<file path="src/rtl/command_decoder.sv">
// SUMP command frame assembler: short opcodes complete at once, long opcodes collect 4 LE argument bytes.
// Optional inter-byte timeout is built when CMD_TIMEOUT_EN is defined.
module command_decoder #(
   parameter int unsigned TIMEOUT_CYCLES = 100000
) (
   input  logic        clock,
   input  logic        reset,
   input  logic [7:0]  rx_data,
   input  logic        rx_valid,
   input  logic        rx_error,
   output logic [7:0]  opcode,
   output logic [31:0] command,
   output logic        cmd_recv_rx,
   output logic        cmd_busy,
   output logic        cmd_abort
);

   typedef enum logic [0:0] {
      IDLE = 1'b0,
      ARGS = 1'b1
   } state_e;

   state_e      state_q, state_d;
   logic [1:0]  byte_cnt_q, byte_cnt_d;
   logic [7:0]  shadow_op_q, shadow_op_d;
   logic [31:0] shadow_arg_q, shadow_arg_d;
   logic [7:0]  opcode_q, opcode_d;
   logic [31:0] command_q, command_d;
   logic        recv_q, recv_d;
   logic        busy_q;
   logic        abort_q, abort_d;

`ifdef CMD_TIMEOUT_EN
   localparam int unsigned TW = $clog2(TIMEOUT_CYCLES + 1);
   localparam logic [TW-1:0] TLIMIT = TW'(TIMEOUT_CYCLES);
   logic [TW-1:0] tcnt_q, tcnt_d, tcnt_inc_s;

   // Saturating increment so the counter can never wrap back to zero
   always_comb begin
      if (tcnt_q == TLIMIT) begin
         tcnt_inc_s = tcnt_q;
      end else begin
         tcnt_inc_s = tcnt_q + TW'(1);
      end
   end
`endif

   // Next-state, shadow and output-register logic
   always_comb begin
      state_d      = state_q;
      byte_cnt_d   = byte_cnt_q;
      shadow_op_d  = shadow_op_q;
      shadow_arg_d = shadow_arg_q;
      opcode_d     = opcode_q;
      command_d    = command_q;
      recv_d       = 1'b0;
      abort_d      = 1'b0;
`ifdef CMD_TIMEOUT_EN
      tcnt_d       = tcnt_q;
`endif
      case (state_q)
         IDLE: begin
            // A byte flagged with a framing error is dropped
            if (rx_valid && !rx_error) begin
               if (!rx_data[7]) begin
                  opcode_d  = rx_data;
                  command_d = 32'd0;
                  recv_d    = 1'b1;
               end else begin
                  shadow_op_d  = rx_data;
                  shadow_arg_d = 32'd0;
                  byte_cnt_d   = 2'd0;
                  state_d      = ARGS;
`ifdef CMD_TIMEOUT_EN
                  tcnt_d       = '0;
`endif
               end
            end else begin
               state_d = IDLE;
            end
         end
         ARGS: begin
            if (rx_error) begin
               abort_d = 1'b1;
               state_d = IDLE;
            end else if (rx_valid) begin
               shadow_arg_d[{byte_cnt_q, 3'b000} +: 8] = rx_data;
`ifdef CMD_TIMEOUT_EN
               tcnt_d = '0;
`endif
               if (byte_cnt_q == 2'd3) begin
                  opcode_d  = shadow_op_q;
                  command_d = {rx_data, shadow_arg_q[23:0]};
                  recv_d    = 1'b1;
                  state_d   = IDLE;
               end else begin
                  byte_cnt_d = byte_cnt_q + 2'd1;
               end
            end else begin
`ifdef CMD_TIMEOUT_EN
               if (tcnt_inc_s == TLIMIT) begin
                  abort_d = 1'b1;
                  state_d = IDLE;
               end else begin
                  tcnt_d = tcnt_inc_s;
               end
`else
               state_d = ARGS;
`endif
            end
         end
         default: begin
            state_d = IDLE;
         end
      endcase
   end

   // State and output registers
   always_ff @(posedge clock or posedge reset) begin
      if (reset) begin
         state_q      <= IDLE;
         byte_cnt_q   <= 2'd0;
         shadow_op_q  <= 8'd0;
         shadow_arg_q <= 32'd0;
         opcode_q     <= 8'd0;
         command_q    <= 32'd0;
         recv_q       <= 1'b0;
         busy_q       <= 1'b0;
         abort_q      <= 1'b0;
      end else begin
         state_q      <= state_d;
         byte_cnt_q   <= byte_cnt_d;
         shadow_op_q  <= shadow_op_d;
         shadow_arg_q <= shadow_arg_d;
         opcode_q     <= opcode_d;
         command_q    <= command_d;
         recv_q       <= recv_d;
         busy_q       <= (state_d == ARGS);
         abort_q      <= abort_d;
      end
   end

`ifdef CMD_TIMEOUT_EN
   // Inter-byte idle counter
   always_ff @(posedge clock or posedge reset) begin
      if (reset) begin
         tcnt_q <= '0;
      end else begin
         tcnt_q <= tcnt_d;
      end
   end
`endif

   assign opcode      = opcode_q;
   assign command     = command_q;
   assign cmd_recv_rx = recv_q;
   assign cmd_busy    = busy_q;
   assign cmd_abort   = abort_q;

endmodule
</file>
<file path="config.mk">
export PLATFORM = sky130hd
export DESIGN_NAME = command_decoder
export DESIGN_NICKNAME = d
export VERILOG_FILES = /design/src/rtl/command_decoder.sv
export SDC_FILE = /design/constraint.sdc
export NUM_CORES = 1
export LEC_CHECK = 0
export CORE_MARGIN = 4
export CORE_UTILIZATION = 57
export CTS_CLUSTER_DIAMETER = 100
export DETAILED_ROUTE_END_ITERATION = 12
export PLACE_DENSITY = 0.84
export SKIP_CTS_REPAIR_TIMING = 1
export SYNTH_ARGS = -nofsm -noshare
export SYNTH_HDL_FRONTEND = slang
export SYNTH_SLANG_ARGS = --single-unit
</file>
<file path="constraint.sdc">
create_clock -name clock -period 4.75 [get_ports clock]
set_input_delay 1.425 -clock clock [delete_from_list [all_inputs] [get_ports clock]]
set_output_delay 1.425 -clock clock [all_outputs]
set_load 0.05 [all_outputs]
</file>
==> summary.txt <==
Status
  • Status: finished clean

STA
  • Slew Viols, Final: 0
  • Fin worst setup slack: 1550 ps
  • Max-slew headroom: 0.296
  • Final hold violations: 0
  • Clk_skew: 4.93 ps
  • RSZ-0062 raised after global routing: no
  • TNS Setup: 0 ps
  • FMAX: 0.312 GHz
  • Final number of setup-violating endpoints: 0
  • Fin crit share: 0.675
  • Least-Margin Pin Slew: 1040 ps
  • Minimum clock period: 3200 ps

Synthesis
  • Post-synthesis simple-gate area fraction: 0.126
  • Cell Area, Synth: 3440 um^2
  • Distinct cells, synth: 38
  • Largest family of logic cells by synthesized area: simple AND/OR/NAND/NOR gates
  • Sequential cell area fraction in the yosys report: 0.561
  • Top cell type's share of synthesized area: 0.561
  • Yosys reg bits: 77
  • Main synth FF type: dfrtp_1
  • Synth cell count leaders: 77 x dfrtp_1, 44 x inv_1, 34 x o21ai_0
  • Async set-reset flop share out of synthesis: 1.00
  • Syn. warnings: 0
  • Area fraction in compound gates after synthesis: 0.0987
  • Avg Inst Size Synth: 11.0 um^2
  • Synth Area in Adders: 0.0182
  • Multiplexer share of the synthesized area: 0.118
  • XOR/XNOR share of the synthesized area: 0
  • Post-synth EDFFs: 0
  • Top area cells in the synthesized netlist: dfrtp_1 56%, mux2_2 9.2%, nand4_1 5.8%
  • Yosys top cell by area: dfrtp_1
  • Mapped Cells: 312
  • Most common cell in the netlist: dfrtp_1
  • Syn nets: 329

Route
  • DRC viols: 0
  • Vias: 2474
  • DRT Wirelength: 7250 um
  • Avg WL per Cell: 16.4 um
  • First-pass DRT Iterations: 4
  • Initial DRC count: 172
  • Vias per cell: 5.60
  • Final ANT Viol Nets: 0

GRT
  • Initial antenna violation count: 0
  • Number of global-route vias before repair: 2494
  • Largest net degree at the start of global routing: 78
  • Global-route wire length before repair: 12200 um
  • GRT Residual Overflow: 0
  • GRT Overall Usage: 0.214

Layout
  • Proportion of layout cells with a drive suffix above 1: 0.161
  • Fin area: 4230 um^2
  • Layout area overhead: 23.0%
  • Fin cells: 442
  • Core Util, Final: 0.718
  • Fill count: 450
  • Final net count: 379
  • ANT cells: 0

Clock tree
  • CTS clk-pin slew, worst paths: 80 ps
  • Clk_lat worst skew: 340 ps
  • CTS sink cnt: 77
  • Root Driver: clkbuf_8
  • H-tree Lvls: 3
  • Clock buffer depth: 2
  • Num CTS Buffers: 9
  • CTS tree: yes

Hold path
  • Hold Path Stages: 1
  • Hold Crit Class: register to register

Die
  • Num rows: 28
  • DIE AREA: 7340 um^2
  • DIE WIDTH: 85.7 um
  • Io pins: 55
  • Total core area: 5890 um^2
  • Vert. Die Dim: 85.7 um
  • Starting density of the core: 0.584

Power
  • Psw: 471 uW
  • Int Power: 1.10 mW
  • Max IR drop VDD: 0.342 mV
  • Sw frac: 0.299
  • Seq pwr share: 0.469
  • Clock group share of total power: 0.329
  • LEAKAGE: 1.75 nW
  • Power per cell area: 373 nW/um^2
  • Comb power frac: 0.202

Placed design
  • Placement Cell Area: 4020 um^2
  • Post-DP HPWL: 4520 um
  • Post-Place Cells: 426
  • Dpl ws: 1130 ps
  • PortBufs: 54
  • Final RePlAce weighted congestion: 0.837

Worst setup path
  • CP Buf/Inv Count: 2
  • Critical Path Start Type: input pin
  • Crit-path leading delay family: compound AO/OA/AOI/OAI gates
  • Worst path arrival time: 3420 ps
  • Reg2reg path depth: 5
  • CP endpoint kind: register
  • CP Data Required Time: 4970 ps
  • Critical setup path kind: input pin to register
  • Cell Chain, Critical Path: clkdlybuf4s50_1 -> nand2b_1 -> a21oi_2 -> buf_4 -> o21ai_0
  • Worst stage delay on the critical path: 720 ps
  • Cell count along the critical path: 5
  • Crit-path slowest cell: a21oi_2
  • CP max FO: 18
  • FF-to-FF setup slack: 2330 ps

Job
  • Max-capacitance violation count: 0
==> through the flow <==
stage | hold WS [ps] | total power [mW]
after detailed placement | 461 | 1.07
after floorplan | 440 | 0.965
final | 482 | 1.58
after global routing | 493 | 1.64
after global placement | 456 | 1.06
after CTS | 479 | 1.58
==> area by class of cell <==
type	count	area [um^2]	share of cell area
sequential	77	1930	0.456
multi-input combinational	170	1240	0.294
timing repair buffer	60	586	0.139
clock buffer	13	169	0.0400
inverter	44	165	0.0391
tap	75	93.8	0.0222
clock inverter	3	42.5	0.0101
==> cell families (layout without fill, tap and decap cells) <==
| kind of cell | count (synthesis) | count (layout) |
|---|---|---|
| mux | 37 | 37 |
| flops | 77 | 77 |
| fa+ha+maj | 5 | 5 |
| buf+inv | 65 | 120 |
| simple gates | 75 | 75 |
| compound gates | 53 | 53 |
==> registers in the layout (all words and copies together), names as in the netlist <==
signal,cells
opcode,8
command,32
shadow_op_q,8
cmd_recv_rx,1
cmd_abort,1
byte_cnt_q,2
shadow_arg_q,24
cmd_busy,1
==> cells in the final DEF, fill, tap and decap left out, drive strengths merged <==
| master | n |
|---|---|
| nand4 | 32 |
| nand2 | 20 |
| a22o | 8 |
| o21ai | 34 |
| buf | 6 |
| dfrtp | 77 |
| nor3 | 7 |
| nor4b | 1 |
| nor2b | 3 |
| nand2b | 2 |
| a31oi | 1 |
| nor4 | 1 |
| nor2 | 2 |
| and2 | 1 |
| clkinvlp | 1 |
| or2 | 2 |
| o2bb2ai | 2 |
| a311oi | 1 |
| clkbuf | 13 |
| mux2 | 29 |
| mux2i | 8 |
| a21o | 1 |
| nor4bb | 1 |
| inv | 44 |
| a21oi | 5 |
| clkdlybuf4s50 | 54 |
| bufinv | 1 |
| nand3 | 2 |
| nand3b | 1 |
| clkinv | 1 |
| a22oi | 1 |
| ha | 5 |
==> routing by layer <==
metal | vias up | track usage | share of wire
met1 | 1211 | 0.296 | 0.45
met4 | 0 | 0.101 | 0.015
met3 | 12 | 0.0394 | 0.057
met2 | 80 | 0.331 | 0.48
li1 | 1171 | - | -
met5 | - | 0 | 0
==> path summary, 6_finish.rpt <==
kind                                 from                to
min in group asynchronous           reset        command[0]
max in group asynchronous           reset  shadow_arg_q[23]
setup / recovery                 rx_error       command[12]
setup reg to reg            byte_cnt_q[0]   shadow_arg_q[0]
hold reg to reg            shadow_op_q[7]    shadow_op_q[7]
hold / removal             shadow_op_q[7]    shadow_op_q[7]
==> power groups by stage <==
stage | logic (mW) | registers, mW | clock network [mW]
after global routing | 0.343 | 0.745 | 0.555
after CTS | 0.320 | 0.738 | 0.524
after global placement | 0.312 | 0.747 | 0
after floorplan | 0.132 | 0.833 | 0
final | 0.318 | 0.739 | 0.519
after detailed placement | 0.318 | 0.749 | 0
No activity file was read; power rests on OpenSTA's default activity.
